**src/rtl/counter_seq_pkg.sv**
```systemverilog
// Shared types for counter_sequencer: state encoding, command record, default width.
package counter_seq_pkg;

  localparam int DATA_WIDTH_DEF = 8;

  typedef enum logic [1:0] {
    IDLE = 2'd0,
    LOAD = 2'd1,
    RUN  = 2'd2,
    DONE = 2'd3
  } seq_state_e;

  // Fields named *_val because "end" is a keyword.
  typedef struct packed {
    logic [DATA_WIDTH_DEF-1:0] start_val;
    logic [DATA_WIDTH_DEF-1:0] end_val;
    logic                      up;
    logic                      reload;
  } cmd_t;

endpackage

```
**src/rtl/counter_sequencer.sv**
```systemverilog
// Drives a loadable up/down counter from start to end value per accepted command.
// Optional run pause input enabled by defining COUNTER_SEQUENCER_PAUSE_EN.
module counter_sequencer
  import counter_seq_pkg::*;
#(
  parameter int DATA_WIDTH = DATA_WIDTH_DEF
) (
  input  logic                  clk,
  input  logic                  clear,
  input  logic                  cmd_valid,
  output logic                  cmd_ready,
  input  logic [DATA_WIDTH-1:0] cmd_start,
  input  logic [DATA_WIDTH-1:0] cmd_end,
  input  logic                  cmd_up,
  input  logic                  cmd_reload,
  input  logic                  abort,
`ifdef COUNTER_SEQUENCER_PAUSE_EN
  input  logic                  pause,
`endif
  output logic                  busy,
  output logic                  done,
  output logic [DATA_WIDTH-1:0] cnt_d,
  output logic                  cnt_load,
  output logic                  cnt_up_down,
  output logic                  cnt_clear_n,
  input  logic [DATA_WIDTH-1:0] cnt_q
);

  seq_state_e            r_state;
  logic [DATA_WIDTH-1:0] r_s_start;
  logic [DATA_WIDTH-1:0] r_s_end;
  logic                  r_s_up;
  logic                  r_s_reload;

  logic w_at_end;
  logic w_pause;

  assign w_at_end = (cnt_q == r_s_end);
`ifdef COUNTER_SEQUENCER_PAUSE_EN
  assign w_pause = pause;
`else
  assign w_pause = 1'b0;
`endif

  always_ff @(posedge clk) begin
    if (clear) begin
      r_state    <= IDLE;
      r_s_start  <= '0;
      r_s_end    <= '0;
      r_s_up     <= 1'b0;
      r_s_reload <= 1'b0;
    end else begin
      case (r_state)
        IDLE: if (cmd_valid) begin
          r_s_start  <= cmd_start;
          r_s_end    <= cmd_end;
          r_s_up     <= cmd_up;
          r_s_reload <= cmd_reload;
          r_state    <= LOAD;
        end
        LOAD: r_state <= abort ? IDLE : RUN;
        // abort outranks the end compare; pause only stalls before the end
        RUN: begin
          if (abort)         r_state <= IDLE;
          else if (w_at_end) r_state <= DONE;
        end
        DONE: r_state <= (!abort && r_s_reload) ? LOAD : IDLE;
        default: r_state <= IDLE;
      endcase
    end
  end

  // The counter has no enable, so "hold" means reloading its own output.
  always_comb begin
    cmd_ready   = ~clear & (r_state == IDLE);
    busy        = ~clear & (r_state != IDLE);
    done        = ~clear & (r_state == DONE);
    cnt_clear_n = ~clear;
    cnt_up_down = r_s_up;
    cnt_load    = 1'b1;
    cnt_d       = cnt_q;
    case (r_state)
      LOAD: if (!abort) cnt_d = r_s_start;
      RUN:  if (!abort && !w_at_end && !w_pause) cnt_load = 1'b0;
      default: ;
    endcase
  end

endmodule

```
**config.mk**
```make
export PLATFORM = sky130hd
export DESIGN_NAME = counter_sequencer
export DESIGN_NICKNAME = d
export VERILOG_FILES = /design/src/rtl/counter_seq_pkg.sv /design/src/rtl/counter_sequencer.sv
export SDC_FILE = /design/constraint.sdc
export NUM_CORES = 1
export LEC_CHECK = 0
export CAP_MARGIN = 20
export CORE_MARGIN = 10
export CORE_UTILIZATION = 36
export DETAILED_ROUTE_END_ITERATION = 8
export PLACE_DENSITY = 0.82
export SYNTH_ARGS = -nofsm -noshare
export SYNTH_HDL_FRONTEND = slang
export SYNTH_SLANG_ARGS = --single-unit
```
**constraint.sdc**
```tcl
create_clock -name clk -period 3.9 [get_ports clk]
set_input_delay 0.585 -clock clk [delete_from_list [all_inputs] [get_ports clk]]
set_output_delay 0.585 -clock clk [all_outputs]
set_load 0.03 [all_outputs]
```
After elaboration in Yosys (flattened, before gate mapping)
Index checks and enable logic that the tools add are counted.
{"block": "totals", "ff_bits": 20, "out_inout_bits": 14, "wordCells": 33}
{"block": "op_classes", "n_eq_ne": 6, "muxes": 10, "bitwise_logic": 4, "n_reduce_logical": 8}
{"op": "8-bit 2-to-1 mux", "count": 2}
{"op": "8-bit == test", "count": 1}
{"op": "2-bit 2-to-1 mux", "count": 4}
{"op": "2-bit one-hot mux with 4 select lines", "count": 1}
{"op": "2-bit == test, second input constant", "count": 2}
{"op": "2-bit AND reduction", "count": 2}
{"op": "1-bit AND", "count": 3}
{"op": "1-bit 2-to-1 mux", "count": 3}
{"op": "3-bit != test, second input constant", "count": 1}
{"op": "2-bit by 1-bit == test with 1-bit output, second input constant", "count": 1}
{"op": "1-bit logical AND", "count": 2}
{"op": "1-bit zero test", "count": 2}
{"op": "2-bit zero test", "count": 1}
{"op": "2-bit != test, second input constant", "count": 1}
{"op": "2-bit nonzero test", "count": 1}
{"op": "1-bit NOT", "count": 1}

Depth between registers and ports, before layout
Gate-level depths: netlist of the first run.
{"block": "logic_depth", "depth_word": 5, "depth_mapped": 7}

Least setup slack after synthesis of the first run
Ideal clock, no wire load.
{"block": "synth_path", "kind": "input-to-output", "from": "input port clear", "to": "output port cmd_ready", "arrival_time_ns": 1.429, "required_ns": 3.315, "setup_slack_ns": 1.886, "stages": 2, "path_buffers": 1, "cell_sequence": "clkbuf_1 -> nor3_1"}
{"block": "synth_between", "elab_chain_cells": 2}
{"item": "start: declaration", "line_no": "counter_sequencer.sv:9", "source": "input logic clear,"}
{"item": "1-bit NOT", "line_no": "counter_sequencer.sv:75", "source": "cmd_ready = ~clear & (r_state == IDLE);"}
{"item": "1-bit AND", "line_no": "counter_sequencer.sv:75"}
{"item": "end: declaration", "line_no": "counter_sequencer.sv:11", "source": "output logic cmd_ready,"}
No other way between the ends.

Worst setup path after layout of the first run
{"block": "layout_path", "from": "input port abort", "to": "output port cnt_d[5]"}
{"block": "layout_between", "elab_chain_cells": 2}
{"item": "start: declaration", "line_no": "counter_sequencer.sv:16", "source": "input logic abort,"}
{"item": "8-bit 2-to-1 mux", "line_no": "counter_sequencer.sv:83", "source": "LOAD: if (!abort) cnt_d = r_s_start;"}
{"item": "8-bit 2-to-1 mux", "line_no": "counter_sequencer.sv:82", "source": "case (r_state)"}
{"item": "end: declaration", "line_no": "counter_sequencer.sv:22", "source": "output logic [DATA_WIDTH-1:0] cnt_d,"}
No other way between the ends.

==> results.ini, run 1 <==
[clocking]
cts_max_level = 1
cts_tree = yes
clockBufferDepth = 2
path_clk_slew_ns = 0.11
cts_hold_buffers = 0
post-cts-setup-buffers = 0
cts_buffers = 3
ctsResizeCount = 0
ctsRootBufferMaster = clkbuf_4
numClockSinks = 20
clk_latency_ns = 0.31

[setup_path]
path_cells = clkdlybuf4s50_1 -> nor3b_4 -> mux2_2 -> clkdlybuf4s50_1
cp_slowest_stage_delay_ns = 0.60
start_kind = input port
path_delay_family = buffers and inverters
path_common_cell = clkdlybuf4s50_1
end_kind = primary output
criticalPathCategory = input port to primary output
crit_required_ns = 3.31
crit_buf_inv = 2
slowest_stage = clkdlybuf4s50_1
cp_max_fo = 8
cp.arrival_ns = 2.53

[synth]
ys.warnings.count = 0
ys_ff_latch = 20
ys_seq_area_frac = 0.423
synth.distinct_cells = 20
syn-cell-area_um2 = 947
synth_nets = 143
avgSynthCellArea_um2 = 8.38
netlist_instances = 113

[timing]
period_needed_ns = 3.11
hold_violations = 0
setup_slack_ns = 0.787
rsz0062_at_grt = false
relSlewSlack = 0.549
fin_worst_skew_ns = 0.00767
fin_hold_ws_ns = 0.461
worst_pin_slew_ns = 0.676
maxSlewViolCount = 0
setup_violations = 0
fin_setup_tns_ns = 0
period_share = 0.798
max_freq_mhz = 321

[route]
initialDrtViolationCount = 15
antenna_left = 0
wl_per_cell_um = 14.3
route.detailed.drc = 0
wl_mm = 2.65
viasPerCell = 4.83
vias = 894
first_pass_iters = 4

[cells_and_area]
final_nets = 186
final_area_mm2 = 0.00143
postLayoutCoreUtil = 0.572
drive_above_1_share = 0.0968
nFillCells = 230
num_antenna_cells = 0
area_growth_pct = 50.9

[global_route]
gr-total-overflow = 0
antenna_found_initial = 0
grtUsageTotal = 0.104
grt_max_degree = 20
grt_pass1_vias = 929
grt_pass1_wl_mm = 4.31

[floorplan]
pin_count = 44
die_area_mm2 = 0.00508
start_util = 0.379
fp.dieW_um = 71.3
rows = 18
die_y_um = 71.3
core_area_mm2 = 0.00250

[power]
vdd_drop_max_uv = 373
p_leak_nw = 0.525
p_per_area_mw_per_mm2 = 366

[placement]
place_area_mm2 = 0.00138
dp_hpwl_mm = 2.10
pre_cts_slack_ns = 0.786
gp_congestion = 0.762
io_buffers = 43

[run]
max_cap_viol_count = 0

[status]
status = finished, final reports clean

[min_path]
worstHoldPathType = flop to flop

[worst paths after layout]
| kind | cells past startpoint | slack [ns] | to | from |
|---|---|---|---|---|
| setup / recovery | 4 | 0.79 | cnt_d[5] | abort |
| hold / removal | 2 | 0.46 | r_s_reload | r_s_reload |
| setup reg to reg | 4 | 2.32 | r_s_end[5] | r_state[1] |
| hold reg to reg | 2 | 0.46 | r_s_reload | r_s_reload |
[placed cells by master, fill, tap and decap left out]
| cell | Yosys | layout |
|---|---|---|
| nor2b_1 | 1 | 1 |
| nor3_1 | 2 | 2 |
| buf_4 | 0 | 1 |
| clkbuf_4 | 0 | 3 |
| and3_1 | 1 | 1 |
| inv_1 | 1 | 1 |
| and2_1 | 1 | 1 |
| nor3b_1 | 1 | 1 |
| nor3b_4 | 1 | 1 |
| mux2_2 | 8 | 8 |
| o211ai_1 | 1 | 1 |
| nand2_2 | 1 | 1 |
| bufinv_16 | 0 | 1 |
| o211a_1 | 1 | 1 |
| xnor2_1 | 9 | 9 |
| nor2_1 | 3 | 3 |
| a21oi_1 | 18 | 18 |
| dfxtp_1 | 20 | 20 |
| nand2_1 | 36 | 36 |
| clkdlybuf4s50_1 | 0 | 43 |
| nand4_1 | 2 | 2 |
[state kept, by name (all words and copies together) (netlist names)]
name / cells
cnt_up_down: 1
r_s_reload: 1
r_s_start: 8
r_state: 2
r_s_end: 8
[report_power, final]
group          internal, mW  total, mW  switching, mW
registers             0.218      0.226        0.00892
logic                0.0653      0.125         0.0599
clock network         0.104      0.171         0.0670
total                 0.387      0.523          0.136
[routing by layer]
| metal | track usage | up-vias | share of wire |
|---|---|---|---|
| li1 | - | 457 | - |
| met1 | 0.0994 | 412 | 0.38 |
| met2 | 0.202 | 20 | 0.55 |
| met3 | 0.0358 | 5 | 0.058 |
| met4 | 0.0323 | 0 | 0.012 |
| met5 | 0 | - | 0 |
[cells in the mapped netlist, drive strengths merged]
master / n / area, um^2
nand2: 37 / 141
dfxtp: 20 / 400
a21oi: 18 / 90.1
xnor2: 9 / 78.8
mux2: 8 / 90.1
buf: 4 / 38.8
nor2: 3 / 11.3
clkbuf: 2 / 7.51
nand4: 2 / 12.5
nor3: 2 / 10.0
nor3b: 2 / 26.3
and2: 1 / 6.26
and3: 1 / 6.26
inv: 1 / 3.75
nor2b: 1 / 6.26
o211a: 1 / 10.0
o211ai: 1 / 7.51
[area by class of cell]
cell class / count / area [um^2] / share of cell area
clock inverters: 1 / 30.0 / 0.0210
clock buffers: 3 / 22.5 / 0.0158
repair buffers: 44 / 438 / 0.306
multi-input cells: 86 / 497 / 0.348
well taps: 30 / 37.5 / 0.0263
flip-flops and latches: 20 / 400 / 0.280
inverters: 1 / 3.75 / 0.00263
[tightest hold or removal path, cell delays in order (launching register included)]
cell     delay [ns]
dfxtp_1        0.32
nand2_1        0.05
a21oi_1        0.05
[through the flow]
stage / power (mW) / std cells
detailed placement: 0.357 / 181
finish: 0.523 / 185
floorplan: 0.301 / 113
global placement: 0.354 / 181
global route: 0.547 / 185
CTS: 0.529 / 185
[cell families after synthesis]
family	Yosys count	synth area share
buffers and inverters	7	0.0528
XOR/XNOR	9	0.0832
flip-flops	20	0.423
AND/OR/NAND/NOR	49	0.233
AO/OA/AOI/OAI	20	0.114
multiplexers	8	0.0951
Power figures use the tool's default switching activity.
==> inputs of run 2 (changes only) <==
Clock period 3.9 ns to 2.96 ns, I/O delays scaled along.
==> run 2 against run 1 <==
Final cell count rose by 0.54%. Global-route usage rose by 0.14 points. Worst setup slack got worse by 0.59 ns. Final area rose by 0.53%.
==> results.ini, run 2 (same netlist as run 1, synthesis figures left out) <==
[cells_and_area]
final_nets = 187
largestRegisters = r_s_end (8), r_s_start (8), r_state (2)
drive_above_1_share = 0.103
area_growth_pct = 51.7
layout_common_cells = 43 x clkdlybuf4s50_1, 36 x nand2_1, 20 x dfxtp_1, 18 x a21oi_1, 9 x xnor2_1
fin_cells = 186
mostFrequentLayoutCell = clkdlybuf4s50_1
nFillCells = 225
num_antenna_cells = 0

[setup_path]
path_common_cell = clkdlybuf4s50_1
cp-endpoint = cnt_d[1]
path_depth = 5
r2r_cells = 4
cp_max_fo = 8
end_kind = primary output
slowest_stage = clkdlybuf4s50_1
criticalPathCategory = input port to primary output
path_cells = clkdlybuf4s50_1 -> nor3b_4 -> buf_4 -> mux2_2 -> clkdlybuf4s50_1
start_kind = input port
cp.arrival_ns = 2.31
path_delay_family = buffers and inverters
cp_slowest_stage_delay_ns = 0.60
r2r-end = r_s_start[3]
crit_start = abort
reg2reg_slack_ns = 1.37
crit_buf_inv = 3
crit_required_ns = 2.52
worstReg2RegStart = r_state[1]

[timing]
relSlewSlack = 0.555
setup_slack_ns = 0.201
fin_setup_tns_ns = 0
hold_violations = 0
worst_pin_slew_ns = 0.667
max_freq_mhz = 362
fin_hold_ws_ns = 0.469
period_share = 0.932
fin_worst_skew_ns = 0.0116
maxSlewViolCount = 0
setup_violations = 0
period_needed_ns = 2.76
rsz0062_at_grt = false

[global_route]
grt_pass1_vias = 877
grt_max_degree = 22
grtUsageTotal = 0.106
gr-total-overflow = 0
antenna_found_initial = 0
grt_pass1_wl_mm = 4.41

[route]
first_pass_iters = 4
route.detailed.drc = 0
wl_per_cell_um = 14.4
initialDrtViolationCount = 21
wl_mm = 2.67
viasPerCell = 4.86
antenna_left = 0
vias = 904

[floorplan]
die_y_um = 71.3
fp.dieW_um = 71.3
pin_count = 44
rows = 18
start_util = 0.379
core_area_mm2 = 0.00250
die_area_mm2 = 0.00508

[placement]
io_buffers = 43
placed_cells = 182
gp_congestion = 0.781
pre_cts_slack_ns = 0.206
dp_hpwl_mm = 2.09

[min_path]
worstHoldPathType = flop to flop

[clocking]
numClockSinks = 20
cts_buffers = 3
path_clk_slew_ns = 0.10
clk_latency_ns = 0.31
cts_max_level = 1
clockBufferDepth = 2
ctsRootBufferMaster = clkbuf_4
ctsResizeCount = 0
cts_tree = yes
cts_hold_buffers = 0
post-cts-setup-buffers = 0

[power]
finalPower_mw = 0.686
vdd_drop_max_uv = 476
p_leak_nw = 0.530
p_per_area_mw_per_mm2 = 478

[run]
max_cap_viol_count = 0

[status]
status = finished, final reports clean

==> run 2: how the worst min path moves through the flow <==
stage	depth (start not counted)	to	startpoint	slack, ns
after detailed placement	2	r_s_start[1]	r_s_start[1]	0.45
after global routing	2	r_s_start[4]	r_s_start[4]	0.49
after floorplan	2	r_s_start[0]	r_s_start[0]	0.43
after global placement	2	r_s_start[2]	r_s_start[2]	0.44
after CTS	2	r_s_reload	r_s_reload	0.47
final	2	r_s_reload	r_s_reload	0.47
==> run 2: final cells by class <==
cell class	count	area [um^2]	area share
Inverter	1	3.75	0.00261
Timing Repair Buffer	45	445	0.310
Multi-Input combinational cell	86	497	0.346
Clock buffer	3	22.5	0.0157
Tap cell	30	37.5	0.0261
Clock inverter	1	30.0	0.0209
Sequential cell	20	400	0.279
==> run 2: tightest hold or removal path, delay by kind of cell, from the launching register on <==
family	cells	cell delay, ns
simple gates	1	0.05
compound gates	1	0.05
flops	1	0.33
==> run 2: where the power goes <==
part / total [mW] / switching [mW] / internal, mW
sequential: 0.299 / 0.0120 / 0.287
clock: 0.222 / 0.0849 / 0.137
combinational: 0.166 / 0.0791 / 0.0867
==> run 2: per-layer routing <==
| metal | share of wire | up-vias | GRT usage |
|---|---|---|---|
| met2 | 0.55 | 24 | 0.196 |
| met4 | 0.010 | 0 | 0.0323 |
| met3 | 0.057 | 2 | 0.0317 |
| met1 | 0.38 | 421 | 0.110 |
| met5 | 0 | - | 0 |
| li1 | - | 457 | - |
==> run 2: per-stage QoR <==
step,cell area [um^2],util
floorplan,947,-
global placement,1380,0.554
detailed placement,1380,0.554
CTS,1440,0.575
global route,1440,0.575
finish,1440,0.575
==> inputs of run 3 (changes only) <==
Settings changed: CORE_UTILIZATION 36 to 40, PLACE_DENSITY 0.82 to 0.89, SLEW_MARGIN set to 20.
==> run 3 against run 2 <==
Via count is the same. Maximum frequency up 1.5%. Utilization rose by 6.0 points. Clock power down 28%. Critical endpoint is now cnt_d[0]. Critical path depth is the same. Routed wire length is 3.7% lower.
==> results.ini, run 3 (same netlist as run 1, synthesis figures left out) <==
[status]
status = finished, final reports clean

[clocking]
clockBufferDepth = 2
cts_hold_buffers = 0
cts_tree = yes
cts_max_level = 1
clk_latency_ns = 0.30
ctsRootBufferMaster = clkbuf_4
ctsResizeCount = 0
path_clk_slew_ns = 0.11
cts_buffers = 3
numClockSinks = 20
post-cts-setup-buffers = 0

[global_route]
antenna_found_initial = 0
grtUsageTotal = 0.112
grt_max_degree = 20
grt_pass1_wl_mm = 4.02
grt_pass1_vias = 937
gr-total-overflow = 0

[placement]
io_buffers = 43
gp_congestion = 0.771
dp_hpwl_mm = 2.06

[cells_and_area]
mostFrequentLayoutCell = clkdlybuf4s50_1
largestRegisters = r_s_end (8), r_s_start (8), r_state (2)
num_antenna_cells = 0
nFillCells = 192
area_growth_pct = 49.7
layout_common_cells = 43 x clkdlybuf4s50_1, 36 x nand2_1, 20 x dfxtp_1, 18 x a21oi_1, 9 x xnor2_1
drive_above_1_share = 0.103
final_nets = 187

[power]
p_clk_frac = 0.255
p_int_mw = 0.448
power.share.sequential = 0.480
power_frac_comb = 0.265
vdd_drop_max_uv = 310
finalPower_mw = 0.622
p_sw_frac = 0.279
netSwitchingPower_mw = 0.174
p_per_area_mw_per_mm2 = 439
p_leak_nw = 0.523

[floorplan]
pin_count = 44
fp.dieW_um = 68.7
core_area_mm2 = 0.00223
start_util = 0.424
die_y_um = 68.7
rows = 17
die_area_mm2 = 0.00471

[route]
antenna_left = 0
wl_per_cell_um = 14.0
first_pass_iters = 6
viasPerCell = 4.91
initialDrtViolationCount = 52
wl_mm = 2.57
route.detailed.drc = 0
vias = 904

[timing]
fin_setup_tns_ns = 0
rsz0062_at_grt = false
max_freq_mhz = 368
fin_worst_skew_ns = 0.00359
period_share = 0.918
hold_violations = 0
period_needed_ns = 2.72
worst_pin_slew_ns = 0.680
setup_violations = 0
maxSlewViolCount = 0
relSlewSlack = 0.547

[setup_path]
slowest_stage = clkdlybuf4s50_1
path_common_cell = clkdlybuf4s50_1
cp.arrival_ns = 2.27
crit_buf_inv = 3
path_delay_family = buffers and inverters
end_kind = primary output
criticalPathCategory = input port to primary output
cp_slowest_stage_delay_ns = 0.59
path_cells = clkdlybuf4s50_1 -> nor3b_4 -> buf_4 -> mux2_2 -> clkdlybuf4s50_1
crit_required_ns = 2.52
start_kind = input port
cp_max_fo = 8

[min_path]
worstHoldPathType = flop to flop

[run]
max_cap_viol_count = 0

## run 3: changes by cell type in the layout (fill, tap and decap cells not counted)
cell	delta
bufinv_16	-1
clkbuf_8	+1
## run 3: layout make-up
type	count	area, um^2	share of cell area
inverters	1	3.75	0.00265
clock buffers	4	36.3	0.0256
well taps	28	35.0	0.0247
repair buffers	45	445	0.314
multi-input cells	86	497	0.350
flip-flops and latches	20	400	0.282
## run 3: path summary, 6_finish.rpt
check               start      endpoint  slack, ns  depth (start not counted)
max                 abort      cnt_d[0]       0.24                          5
min          r_s_start[7]  r_s_start[7]       0.47                          2
max reg2reg    r_state[1]  r_s_start[7]       1.39                          4
min reg2reg  r_s_start[7]  r_s_start[7]       0.47                          2
## run 3: metal layers
metal | track usage | part of all wire | vias to the layer above
met5 | 0 | 0 | -
met4 | 0.0452 | 0.0035 | 0
met3 | 0.0531 | 0.11 | 2
met2 | 0.190 | 0.47 | 34
met1 | 0.116 | 0.42 | 410
li1 | - | - | 458
## run 3: power by group through the flow
stage	clock network, mW	registers (mW)	logic, mW
2_1_floorplan	0	0.303	0.0937
3_3_place_gp	0	0.304	0.163
3_5_place_dp	0	0.305	0.166
4_1_cts	0.162	0.299	0.166
5_1_grt	0.174	0.301	0.177
6_report	0.159	0.299	0.165
## run 3: tightest hold or removal path, cell delays in order, from the launching register on
cell,delay [ns]
dfxtp_1,0.33
nand2_1,0.05
a21oi_1,0.06
## run 3: stage by stage
step	setup slack, ns	cells	hold WS (ns)	cell area [um^2]	utilization
2_1_floorplan	1.23	113	0.433	947	-
3_3_place_gp	0.256	180	0.441	1380	0.618
3_5_place_dp	0.232	180	0.448	1380	0.618
4_1_cts	0.223	184	0.463	1420	0.635
5_1_grt	0.145	184	0.488	1420	0.635
6_report	0.241	184	0.466	1420	0.635
